**src/rtl/ula_arbitro.sv**
```systemverilog
// ula_arbitro
// Shares one combinational ULA between two requesters. Each requester
// offers an operation on a valid/ready channel. It gets its result back on
// a valid/ready response channel.
//
// Ports
//   clk, rst              clock, synchronous active-high reset
//   req_valid/req_ready   per-requester operation handshake (bit i = requester i)
//   req_sel*/req_a*/req_b* operation code and operands for requester 0 / 1
//   resp_valid/resp_ready per-requester result handshake
//   resp_data, resp_err   result and division-by-zero flag for the owner
//   ula_sel/ula_a/ula_b   registered operands driven into the ULA
//   ula_saida             ULA result
//   ocupado               high whenever the sequencer is not idle
//   cont_ops              number of completed responses (wraps)
//
// Timing: an accept at edge N gives resp_valid from edge N+LAT+1. The first
// EXEC cycle lets the freshly registered operands propagate through the ULA.
// After that, the settle counter (loaded with LAT-1) counts down to zero.
module ula_arbitro #(
  parameter int LAT    = 1,
  parameter int CONT_W = 8
) (
  input  logic              clk,
  input  logic              rst,
  input  logic [1:0]        req_valid,
  output logic [1:0]        req_ready,
  input  logic [3:0]        req_sel0,
  input  logic [3:0]        req_sel1,
  input  logic [1:0]        req_a0,
  input  logic [1:0]        req_a1,
  input  logic              req_b0,
  input  logic              req_b1,
  output logic [1:0]        resp_valid,
  input  logic [1:0]        resp_ready,
  output logic [2:0]        resp_data,
  output logic              resp_err,
  output logic [3:0]        ula_sel,
  output logic [1:0]        ula_a,
  output logic              ula_b,
  input  logic [2:0]        ula_saida,
  output logic              ocupado,
  output logic [CONT_W-1:0] cont_ops
);

  typedef enum logic [1:0] {
    IDLE = 2'd0,
    EXEC = 2'd1,
    RESP = 2'd2
  } state_t;

  localparam logic [3:0]        CNT_LOAD = 4'(LAT - 1);
  localparam logic [3:0]        SEL_DIV  = 4'b0011;
  localparam logic [CONT_W-1:0] CONT_ONE = CONT_W'(1);

  state_t            state_q, state_d;
  logic              dono_q, dono_d;
  logic              ultimo_q, ultimo_d;
  logic              lanc_q, lanc_d;
  logic [3:0]        cnt_q, cnt_d;
  logic [3:0]        ula_sel_q, ula_sel_d;
  logic [1:0]        ula_a_q, ula_a_d;
  logic              ula_b_q, ula_b_d;
  logic [1:0]        resp_valid_q, resp_valid_d;
  logic [2:0]        resp_data_q, resp_data_d;
  logic              resp_err_q, resp_err_d;
  logic [CONT_W-1:0] cont_q, cont_d;
  logic              ocupado_q, ocupado_d;

  logic              gnt_any;
  logic              gnt_idx;

  // Round-robin grant. On contention the requester that was not served
  // last wins.
  always_comb begin
    gnt_any = 1'b0;
    gnt_idx = 1'b0;
    if (state_q == IDLE) begin
      case (req_valid)
        2'b01: begin
          gnt_any = 1'b1;
          gnt_idx = 1'b0;
        end
        2'b10: begin
          gnt_any = 1'b1;
          gnt_idx = 1'b1;
        end
        2'b11: begin
          gnt_any = 1'b1;
          gnt_idx = ~ultimo_q;
        end
        default: begin
          gnt_any = 1'b0;
          gnt_idx = 1'b0;
        end
      endcase
    end
  end

  for (genvar gi = 0; gi < 2; gi++) begin : g_ready
    assign req_ready[gi] = gnt_any && (gnt_idx == 1'(gi));
  end

  always_comb begin
    state_d      = state_q;
    dono_d       = dono_q;
    ultimo_d     = ultimo_q;
    lanc_d       = lanc_q;
    cnt_d        = cnt_q;
    ula_sel_d    = ula_sel_q;
    ula_a_d      = ula_a_q;
    ula_b_d      = ula_b_q;
    resp_valid_d = resp_valid_q;
    resp_data_d  = resp_data_q;
    resp_err_d   = resp_err_q;
    cont_d       = cont_q;

    case (state_q)
      IDLE: begin
        if (gnt_any) begin
          dono_d    = gnt_idx;
          ula_sel_d = gnt_idx ? req_sel1 : req_sel0;
          ula_a_d   = gnt_idx ? req_a1 : req_a0;
          ula_b_d   = gnt_idx ? req_b1 : req_b0;
          cnt_d     = CNT_LOAD;
          lanc_d    = 1'b1;
          state_d   = EXEC;
        end
      end
      EXEC: begin
        if (lanc_q) begin
          lanc_d = 1'b0;
        end else if (cnt_q != 4'd0) begin
          cnt_d = cnt_q - 4'd1;
        end else begin
          // Division by zero is trapped here. The ULA's own output is
          // not trusted for that case.
          if ((ula_sel_q == SEL_DIV) && !ula_b_q) begin
            resp_data_d = 3'b111;
            resp_err_d  = 1'b1;
          end else begin
            resp_data_d = ula_saida;
            resp_err_d  = 1'b0;
          end
          resp_valid_d = dono_q ? 2'b10 : 2'b01;
          state_d      = RESP;
        end
      end
      RESP: begin
        // Only the owner's ready bit completes the response.
        if (resp_ready[dono_q]) begin
          resp_valid_d = 2'b00;
          ultimo_d     = dono_q;
          cont_d       = cont_q + CONT_ONE;
          state_d      = IDLE;
        end
      end
      default: begin
        state_d = IDLE;
      end
    endcase

    ocupado_d = (state_d != IDLE);
  end

  always_ff @(posedge clk) begin
    if (rst) begin
      state_q      <= IDLE;
      dono_q       <= 1'b0;
      ultimo_q     <= 1'b1;
      lanc_q       <= 1'b0;
      cnt_q        <= 4'd0;
      ula_sel_q    <= 4'd0;
      ula_a_q      <= 2'd0;
      ula_b_q      <= 1'b0;
      resp_valid_q <= 2'b00;
      resp_data_q  <= 3'd0;
      resp_err_q   <= 1'b0;
      cont_q       <= '0;
      ocupado_q    <= 1'b0;
    end else begin
      state_q      <= state_d;
      dono_q       <= dono_d;
      ultimo_q     <= ultimo_d;
      lanc_q       <= lanc_d;
      cnt_q        <= cnt_d;
      ula_sel_q    <= ula_sel_d;
      ula_a_q      <= ula_a_d;
      ula_b_q      <= ula_b_d;
      resp_valid_q <= resp_valid_d;
      resp_data_q  <= resp_data_d;
      resp_err_q   <= resp_err_d;
      cont_q       <= cont_d;
      ocupado_q    <= ocupado_d;
    end
  end

  assign resp_valid = resp_valid_q;
  assign resp_data  = resp_data_q;
  assign resp_err   = resp_err_q;
  assign ula_sel    = ula_sel_q;
  assign ula_a      = ula_a_q;
  assign ula_b      = ula_b_q;
  assign ocupado    = ocupado_q;
  assign cont_ops   = cont_q;

endmodule

```
**config.mk**
```make
export PLATFORM = sky130hd
export DESIGN_NAME = ula_arbitro
export DESIGN_NICKNAME = d
export VERILOG_FILES = /design/src/rtl/ula_arbitro.sv
export SDC_FILE = /design/constraint.sdc
export NUM_CORES = 1
export LEC_CHECK = 0
export BUFFER_PORTS_ARGS = -buffer_cell sky130_fd_sc_hd__buf_4
export CAP_MARGIN = 15
export CELL_PAD_IN_SITES_DETAIL_PLACEMENT = 1
export CELL_PAD_IN_SITES_GLOBAL_PLACEMENT = 1
export CORE_UTILIZATION = 33
export CTS_BUF_LIST = sky130_fd_sc_hd__clkbuf_8 sky130_fd_sc_hd__clkbuf_16
export CTS_CLUSTER_SIZE = 25
export DETAILED_ROUTE_END_ITERATION = 10
export GPL_ROUTABILITY_DRIVEN = 1
export PLACE_DENSITY_LB_ADDON = 0.08
export SYNTH_ARGS = -nofsm -noshare
export SYNTH_HDL_FRONTEND = slang
export SYNTH_SLANG_ARGS = --single-unit
```
**constraint.sdc**
```tcl
create_clock -name clk -period 1.6 [get_ports clk]
set_input_delay 0.32 -clock clk [delete_from_list [all_inputs] [get_ports clk]]
set_output_delay 0.32 -clock clk [all_outputs]
set_load 0.1 [all_outputs]
```
==> results of run 1 <==
-- final cells by class --
| class | count | area, um2 |
|---|---|---|
| clock buffer | 5 | 68.82 |
| clock inverter | 2 | 7.507 |
| fill | 516 | 2170 |
| inverter | 5 | 22.52 |
| multi-input combinational | 126 | 864.6 |
| sequential | 31 | 643.1 |
| tap | 52 | 65.06 |
| timing repair buffer | 68 | 543.0 |
-- cells in the final DEF (no fill, tap or decap), types with 2 or more instances in the layout --
cell type   n
nand3_1    17
or3_1       5
nand2b_1    3
nand2_1     6
a31oi_1     8
buf_4      64
clkbuf_8    5
inv_2       2
nor2_1      3
or4_4       3
nand4_1     2
o21ai_0    14
inv_1       4
a221oi_2    2
or2_2       2
o31ai_1     4
nor2b_1     2
buf_6       2
or4_1       3
buf_12      2
nor4b_2     2
a211oi_1    3
nand3b_1    3
a21oi_1    23
o221ai_1    4
o21bai_1    2
dfxtp_2     9
nor3b_4     2
dfxtp_1    19
dfxtp_4     3
ha_1        2
-- where the power goes --
| part | switching [mW] | internal, mW |
|---|---|---|
| sequential | 0.0403 | 0.825 |
| combinational | 0.543 | 0.251 |
| clock | 0.293 | 0.287 |
-- cell usage after synthesis, types with 3 or more instances --
cell type	number	area share, %
nor3b_2	3	2.5
nand2b_1	3	1.2
clkbuf_1	6	1.5
nand3b_1	3	1.5
nor2_1	4	0.99
o31ai_1	4	2.0
inv_1	5	1.2
dfxtp_1	31	41
a21oi_1	24	8.0
nand3_1	17	5.6
nand2_1	6	1.5
ha_1	3	2.5
a31oi_1	8	3.3
o21ai_0	14	4.6
or3_1	5	2.1
buf_2	3	0.99
o221ai_1	4	2.3
a211oi_1	3	1.5
or4_1	5	2.5
-- through the flow --
| step | hold slack, ps | setup TNS, ps | instance area [um2] | util, % | cells |
|---|---|---|---|---|---|
| 2_1_floorplan | 463.9 | -46.51 | 1544 | - | 174 |
| 3_3_place_gp | 475.6 | 0 | 1993 | 45.46 | 275 |
| 3_5_place_dp | 492.0 | -16.30 | 1993 | 45.46 | 275 |
| 4_1_cts | 317.6 | -42.51 | 2148 | 49.00 | 287 |
| 5_1_grt | 323.8 | -175.5 | 2215 | 50.51 | 289 |
| 6_report | 322.2 | -18.76 | 2215 | 50.51 | 289 |
-- logic make-up (layout without fill, tap and decap cells) --
group | Yosys count | after routing | synth area share [%]
AOI/OAI and AO/OA | 62 | 62 | 24.77
and+or+nand+nor | 59 | 59 | 24.44
DFF | 31 | 31 | 41.09
buffers and inverters | 17 | 80 | 5.799
adders and majority gates | 3 | 3 | 2.486
muxes | 2 | 2 | 1.408
-- sequential cells by signal, summed over array words and instances, names as in the netlist, 2 cells and up --
name,flops
cont_ops,8
cnt_q,4
ula_sel,4
resp_data,3
resp_valid,2
state_q,2
ula_a,2
-- critical path: stages (launching register included) --
cell     delay (ps)
dfxtp_4         350
buf_6           130
nor3b_4         190
and2_4          180
buf_12          160
-- metal layers --
layer / wire length (um) / up-vias
met5: 0 / -
met4: 96 / 0
met3: 203 / 11
met2: 2570 / 36
met1: 2152 / 807
li1: - / 781
-- worst paths after layout --
path,start,to,slack [ps]
worst min-delay path,req_sel0[2],ula_sel[2],320
worst max register to register,cnt_q[1],cnt_q[3],30
worst min register to register,cont_ops[5],cont_ops[5],490
worst max-delay path,state_q[1],req_ready[0],-20
-- what timing repair did --
action                     in CTS  in global routing
cloned                          0                  0
pin swaps                       3                  5
hold buffers                    0                  0
resized for setup              11                 13
setup endpoints to repair       5                 11
buffers inserted                5                  2
==> run summary, run 1 <==
Status - finished, violations left
Failing checks - negative setup slack
DRC - 0
M2 GR Usage - 35.06%
Ys flop type - dfxtp_1
Post-Synthesis Cell Area - 0.001510 mm2
Final Hold Viols - 0
Cell variety after synth - 35
First-pass GRT wire length - 7928 um
Worst slew margin - 68.23%
Initial antenna violation count - 0
Setup crit start kind - register
Peak Freq - 617.8 MHz
Synth Net Count - 200
WL/cell - 17.38 um
Lkg Pwr - 0.8853 nW
VDD IR max - 0.0004867 V
Worst Path Required - 1280 ps
Die X - 69.65 um
Max-slew violations - 0
PnR worst setup slack - -18.76 ps
Hold Path Depth - 3
Drt first pass iters - 4
Starting DRT DRC Count - 62
R2R depth - 4
Total Power - 2.239 mW
Number of global-route vias before repair - 1660
Synth-to-Final Area Change - 46.64%
Crit Path Category - register to output port
Final Net Count - 263
Synth async-reset ratio - 0%
CTS H-Tree Depth - 2
Fin crit share - 101.2%
CTS Buf Count - 5
Total of max-cap violations - 0
Global route hottest layer - met2
Least-Margin Pin Slew - 474.5 ps
Hold Crit Class - input port to register
Ys Warns - 0
Pwr/cell area - 1011 mW/mm2
Via density - 5.657
Antenna-violating nets left - 0
Die Y - 69.65 um
RePlAce Congestion - 0.7624
Grt total ovfl - 0
TritonCTS sink count - 31
I/O Pins - 47
Clock Latency Late Sink - 280 ps
Via Count - 1635
Arr. time, crit path - 1300 ps
Post-synthesis register bit count - 31
Max clock buf depth - 2
Buffers on Ports - 46
Met1 Usage GRT - 25.77%
Crit path capture type - output port
Hpwl dp - 3620 um
Worst clock skew - 7.339 ps
Post-synthesis sequential area ratio - 41.09%
Syn Inst Count - 174
CTS root buf - clkbuf_8
Clk slew on worst S/H paths - 70 ps
Starting Density - 34.45%
Antenna cell count - 0
Layout cells sized above 1 - 44.30%
Post-Route WL - 5023 um
Largest net degree at the start of global routing - 33
Unrepaired setup endpoints after global routing - true
Min cycle time layout - 1619 ps
Syn Area/Cell - 8.679 um2
M3 GR Usage - 5.378%
CTS tree - built
Total core area - 0.004384 mm2
Die area - 0.004851 mm2
Post-synth EDFFs - 0
Row count - 24
Gr usage total - 20.85%
Worst-path maximum fanout - 5
Placement Setup Slack - -16.30 ps
Endpoints failing setup - 1
Note: power is estimated with default switching activity, not from simulation.
==> run 2: changes to the inputs <==
--- a/config.mk
+++ b/config.mk
@@ -14,6 +14,7 @@
 export CTS_CLUSTER_SIZE = 25
 export DETAILED_ROUTE_END_ITERATION = 10
 export GPL_ROUTABILITY_DRIVEN = 1
+export MAX_ROUTING_LAYER = met4
 export PLACE_DENSITY_LB_ADDON = 0.08
 export SYNTH_ARGS = -nofsm -noshare
 export SYNTH_HDL_FRONTEND = slang
==> run summary, run 2 (synthesis gave the netlist of run 1 again) <==
Status - finished, violations left
Failing checks - negative setup slack
VDD IR max - 0.0004785 V (-1.7%)
Logic pwr share - 35.2% (-0.3 points)
Crit path capture type - output port
Sw frac - 39.19% (+0.044 points)
Starting Density - 34.45% (unchanged)
Number of flip-flops in the largest register - 8 (unchanged)
CTS Buf Count - 5 (unchanged)
Antenna-violating nets left - 0 (unchanged)
RePlAce Congestion - 0.7724 (+1.3%)
Hold EP - ula_sel[2]
Peak Freq - 619.7 MHz (+0.31%)
Worst-path maximum fanout - 10 (+5)
Reg2reg end - cont_ops[3]
Seq pwr share - 38.7% (about the same)
Die Y - 69.65 um (unchanged)
Die X - 69.65 um (unchanged)
Crit Path Category - register to output port
Cells after DPL - 275 (unchanged)
Clk slew on worst S/H paths - 70 ps (about the same)
Final Core Density - 49.89% (-0.63 points)
RR Startpoint - state_q[1]
Lkg Pwr - 0.8752 nW (-1.1%)
Synth-to-Final Area Change - 44.82%
Total core area - 0.004384 mm2 (unchanged)
Grt total ovfl - 0 (unchanged)
Commonest non-fill, non-tap cells in the layout - 63 x buf_4, 24 x a21oi_1, 19 x dfxtp_1
Hold Path Depth - 3 (unchanged)
CTS H-Tree Depth - 2 (unchanged)
Via Count - 1614 (-1.3%)
DRC - 0 (unchanged)
Final Hold Viols - 0 (unchanged)
Layout cells sized above 1 - 42.37% (-1.9 points)
CP peak stage delay - 320 ps (-30 ps)
Reg-to-reg slack, setup - 20 ps (about the same)
Via density - 5.604 (-0.94%)
Antenna cell count - 0 (unchanged)
Setup crit start kind - register
Hold Crit Class - input port to register
Worst-path cell chain - buf_6 -> nor3b_4 -> and2_4 -> buf_12
Max clock buf depth - 2 (unchanged)
Arr. time, crit path - 1290 ps (about the same)
Fin crit share - 100.9% (-0.32 points)
First-pass GRT wire length - 7955 um (+0.34%)
Post-Route WL - 4968 um (-1.1%)
Die area - 0.004851 mm2 (unchanged)
Endpoints failing setup - 1 (unchanged)
Buffers on Ports - 46 (unchanged)
Min cycle time layout - 1614 ps (-5.054 ps)
Unrepaired setup endpoints after global routing - true
PnR worst setup slack - -13.71 ps (+5.054 ps)
Pwr/cell area - 1023 mW/mm2 (+1.1%)
Drt first pass iters - 4 (unchanged)
I/O Pins - 47 (unchanged)
Number of global-route vias before repair - 1658 (-0.12%)
Clock Latency Late Sink - 290 ps (about the same)
Final Net Count - 262 (-0.38%)
Gr usage total - 21.57% (+0.72 points)
Total Power - 2.237 mW (-0.12%)
Hpwl dp - 3620 um (unchanged)
Hold Path Origin - req_sel0[2]
Total of max-cap violations - 0 (unchanged)
Least-Margin Pin Slew - 476.2 ps (+1.698 ps)
TritonCTS sink count - 31 (unchanged)
Worst Path Required - 1280 ps (about the same)
CTS root buf - clkbuf_8
Commonest non-fill, non-tap cell in the layout - buf_4
P_int - 1.360 mW (-0.19%)
Filler-free cell count of the finished design - 288 (-0.35%)
Row count - 24 (unchanged)
CTS tree - built
Max-slew violations - 0 (unchanged)
Share of power burned in the clock network - 26.1% (+0.2 points)
Fill cell count - 522 (+1.2%)
Sw power - 876.6 uW (about the same)
CTS Hold Bufs - 0 (unchanged)
R2R depth - 6 (+2)
WL/cell - 17.25 um (-0.75%)
Initial antenna violation count - 0 (unchanged)
Worst slew margin - 68.11% (-0.11 points)
Slowest CP cell - dfxtp_2
Placement Setup Slack - -16.30 ps (unchanged)
Starting DRT DRC Count - 73 (+18%)
Largest net degree at the start of global routing - 33 (unchanged)
Worst clock skew - 8.897 ps (+1.558 ps)
[run 2: cell count changes in the layout (fill, tap and decap cells not counted)]
cell | before | now
or4_1 | 3 | 5
or4_4 | 3 | 1
a221oi_2 | 2 | 1
a21oi_2 | 1 | 0
buf_4 | 64 | 63
a221oi_1 | 0 | 1
dfxtp_2 | 9 | 10
a21oi_1 | 23 | 24
dfxtp_4 | 3 | 2
[run 2: worst max-delay path by stage]
| stage | slack [ps] | end | start | cells past startpoint |
|---|---|---|---|---|
| finish | -10 | req_ready[0] | state_q[0] | 4 |
| CTS | -30 | req_ready[0] | state_q[1] | 4 |
| detailed placement | -20 | cnt_q[3] | cnt_q[1] | 5 |
| global route | -70 | req_ready[0] | state_q[0] | 4 |
| floorplan | -30 | cont_ops[7] | cont_ops[2] | 3 |
| global placement | 70 | cnt_q[3] | cnt_q[1] | 5 |
[run 2: cell type report]
cell class / instances / area [um2] / area share (%)
multi-input combinational: 126 / 847.1 / 38.73
sequential: 31 / 640.6 / 29.29
timing repair buffer: 67 / 535.5 / 24.49
clock buffer: 5 / 68.82 / 3.146
tap: 52 / 65.06 / 2.975
inverter: 5 / 22.52 / 1.030
clock inverter: 2 / 7.507 / 0.3432
[run 2: repair_timing]
action,CTS,global route
pin swaps,3,3
resized for setup,11,8
endpoints found under the setup margin,5,11
setup buffers,5,1
[run 2: per-stage QoR]
step	hold slack [ps]	area (um2)	setup TNS [ps]
floorplan	463.9	1544	-46.51
CTS	317.6	2148	-42.51
global route	321.9	2187	-190.2
global placement	475.6	1993	0
detailed placement	492.0	1993	-16.30
finish	315.6	2187	-13.71
[run 2: worst max-delay path, delay by kind of cell, from the launching register on]
kind                   cells  cell delay (ps)
buffers and inverters      2              290
DFF                        1              320
and+or+nand+nor            2              390
[run 2: power groups by stage]
stage	sequential [mW]	combinational (mW)	clock, mW
floorplan	1.14	0.265	0
global placement	0.877	0.725	0
detailed placement	0.879	0.738	0
CTS	0.865	0.785	0.602
global route	0.871	0.826	0.633
finish	0.865	0.788	0.584
[run 2: metal layers]
layer,vias to the layer above,share of wire [%],global-route usage [%]
li1,776,-,-
met1,796,43,25.86
met2,30,51,35.06
met3,12,3.5,5.378
met4,0,2.1,8.000
met5,-,0,-
==> run 3: changes to the inputs <==
--- a/config.mk
+++ b/config.mk
@@ -16,6 +16,7 @@
 export GPL_ROUTABILITY_DRIVEN = 1
 export MAX_ROUTING_LAYER = met4
 export PLACE_DENSITY_LB_ADDON = 0.08
+export SKIP_LAST_GASP = 1
 export SYNTH_ARGS = -nofsm -noshare
 export SYNTH_HDL_FRONTEND = slang
 export SYNTH_SLANG_ARGS = --single-unit
==> run summary, run 3 (synthesis gave the netlist of run 1 again) <==
Number of global-route vias before repair - 1658 (unchanged)
Pwr/cell area - 1032 mW/mm2 (+0.91%)
Starting Density - 34.45% (unchanged)
Clk slew on worst S/H paths - 70 ps (about the same)
Setup crit start kind - register
Worst Path Required - 1280 ps (about the same)
Largest net degree at the start of global routing - 33 (unchanged)
Layout cells sized above 1 - 41.53% (-0.85 points)
Arr. time, crit path - 1290 ps (about the same)
Endpoints failing setup - 1 (unchanged)
Total of max-cap violations - 0 (unchanged)
RePlAce Congestion - 0.7724 (unchanged)
CTS Hold Bufs - 0 (unchanged)
Starting DRT DRC Count - 71 (-2.7%)
I/O Pins - 47 (unchanged)
RR Startpoint - cnt_q[0]
Synth-to-Final Area Change - 43.58%
Die Y - 69.65 um (unchanged)
Number of flip-flops in the largest register - 8 (unchanged)
Worst clock skew - 8.765 ps (-0.1320 ps)
Via Count - 1613 (-0.062%)
Wire length on met2 - 2529 um (about the same)
VDD IR max - 0.0004416 V (-7.7%)
Lkg Pwr - 0.8691 nW (-0.69%)
WL/cell - 17.13 um (-0.70%)
Failing checks - negative setup slack
Antenna cell count - 0 (unchanged)
Crit path capture type - output port
Final Net Count - 262 (unchanged)
Drt first pass iters - 4 (unchanged)
Grt total ovfl - 0 (unchanged)
R2R depth - 5 (-1)
First-pass GRT wire length - 7955 um (unchanged)
Buffers on Ports - 46 (unchanged)
Clock Latency Late Sink - 290 ps (about the same)
DRC - 0 (unchanged)
PnR worst setup slack - -13.41 ps (+0.2994 ps)
Final Hold Viols - 0 (unchanged)
Crit Path Category - register to output port
Via density - 5.601 (about the same)
Total core area - 0.004384 mm2 (unchanged)
Hold EP - ula_sel[2]
M1 wire length - 2146 um (-0.65%)
Commonest non-fill, non-tap cell in the layout - buf_4
Reg2reg end - cnt_q[3]
CTS H-Tree Depth - 2 (unchanged)
CTS tree - built
DP Area - 0.001993 mm2 (unchanged)
Commonest non-fill, non-tap cells in the layout - 63 x buf_4, 24 x a21oi_1, 19 x dfxtp_1
Post-Route WL - 4933 um (-0.70%)
Status - finished, violations left
Worst-path maximum fanout - 10 (unchanged)
Row count - 24 (unchanged)
Met3 WL - 151 um (-12%)
Hold Path Origin - req_sel0[2]
Peak Freq - 619.8 MHz (about the same)
Min cycle time layout - 1613 ps (-0.2994 ps)
Hold Path Depth - 3 (unchanged)
Design area - 0.002168 mm2 (-0.86%)
Max-slew violations - 0 (unchanged)
CTS root buf - clkbuf_8
TritonCTS sink count - 31 (unchanged)
Gr usage total - 21.57% (unchanged)
Hold Crit Class - input port to register
Hpwl dp - 3620 um (unchanged)
Reg-to-reg slack, setup - 10 ps (about the same)
Antenna-violating nets left - 0 (unchanged)
Final Hold Slack - 314.1 ps (-1.490 ps)
Die area - 0.004851 mm2 (unchanged)
Top sig layer - met4
CTS Buf Count - 5 (unchanged)
Unrepaired setup endpoints after global routing - true
Least-Margin Pin Slew - 478.1 ps (+1.869 ps)
Fin crit share - 100.8% (about the same)
Die X - 69.65 um (unchanged)
Initial antenna violation count - 0 (unchanged)
Worst slew margin - 67.99% (-0.13 points)
Max clock buf depth - 2 (unchanged)
[run 3: cell counts in the layout (fill, tap and decap cells not counted)]
Identical to the previous run, type by type.
[run 3: worst max path at each step]
stage / from / to / slack [ps] / cells past startpoint
2_1_floorplan: cont_ops[2] / cont_ops[7] / -30 / 3
3_3_place_gp: cnt_q[1] / cnt_q[3] / 70 / 5
3_5_place_dp: cnt_q[1] / cnt_q[3] / -20 / 5
4_1_cts: state_q[1] / req_ready[0] / -30 / 4
5_1_grt: state_q[0] / req_ready[0] / -70 / 4
6_report: state_q[0] / req_ready[0] / -10 / 4
[run 3: what timing repair did]
action,in CTS,in global routing
pin swaps,3,3
endpoints found under the hold margin,0,0
resized for setup,11,4
cloned,0,0
endpoints found under the setup margin,5,11
buffers inserted,5,1
[run 3: metrics by stage]
stage / utilization, % / instances / setup WS (ps) / total power, mW / TNS (ps)
3_5_place_dp: 45.46 / 275 / -16.30 / 1.617 / -16.30
5_1_grt: 49.46 / 288 / -69.89 / 2.329 / -347.7
3_3_place_gp: 45.46 / 275 / 73.21 / 1.602 / 0
6_report: 49.46 / 288 / -13.41 / 2.238 / -13.41
2_1_floorplan: - / 174 / -33.78 / 1.406 / -46.51
4_1_cts: 49.00 / 287 / -33.77 / 2.252 / -42.51
[run 3: layout make-up]
type / instances / area, um2
multi-input combinational: 126 / 828.3
tap: 52 / 65.06
fill: 525 / 2216
inverter: 5 / 22.52
timing repair buffer: 67 / 535.5
clock buffer: 5 / 68.82
sequential: 31 / 640.6
clock inverter: 2 / 7.507
[run 3: worst max-delay path, stage by stage (launching register included)]
cell     delay, ps
dfxtp_2        320
buf_6          130
nor3b_4        210
and2_4         180
buf_12         160
[run 3: power by group]
group | internal (mW) | total (mW) | switching, mW
logic | 0.248 | 0.787 | 0.538
clock network | 0.287 | 0.586 | 0.299
registers | 0.825 | 0.865 | 0.0403
total | 1.36 | 2.24 | 0.878
[run 3: layer usage]
metal | vias to the layer above | global-route usage [%]
met5 | - | -
met1 | 794 | 25.86
li1 | 777 | -
met4 | 0 | 8.000
met3 | 12 | 5.378
met2 | 30 | 35.06
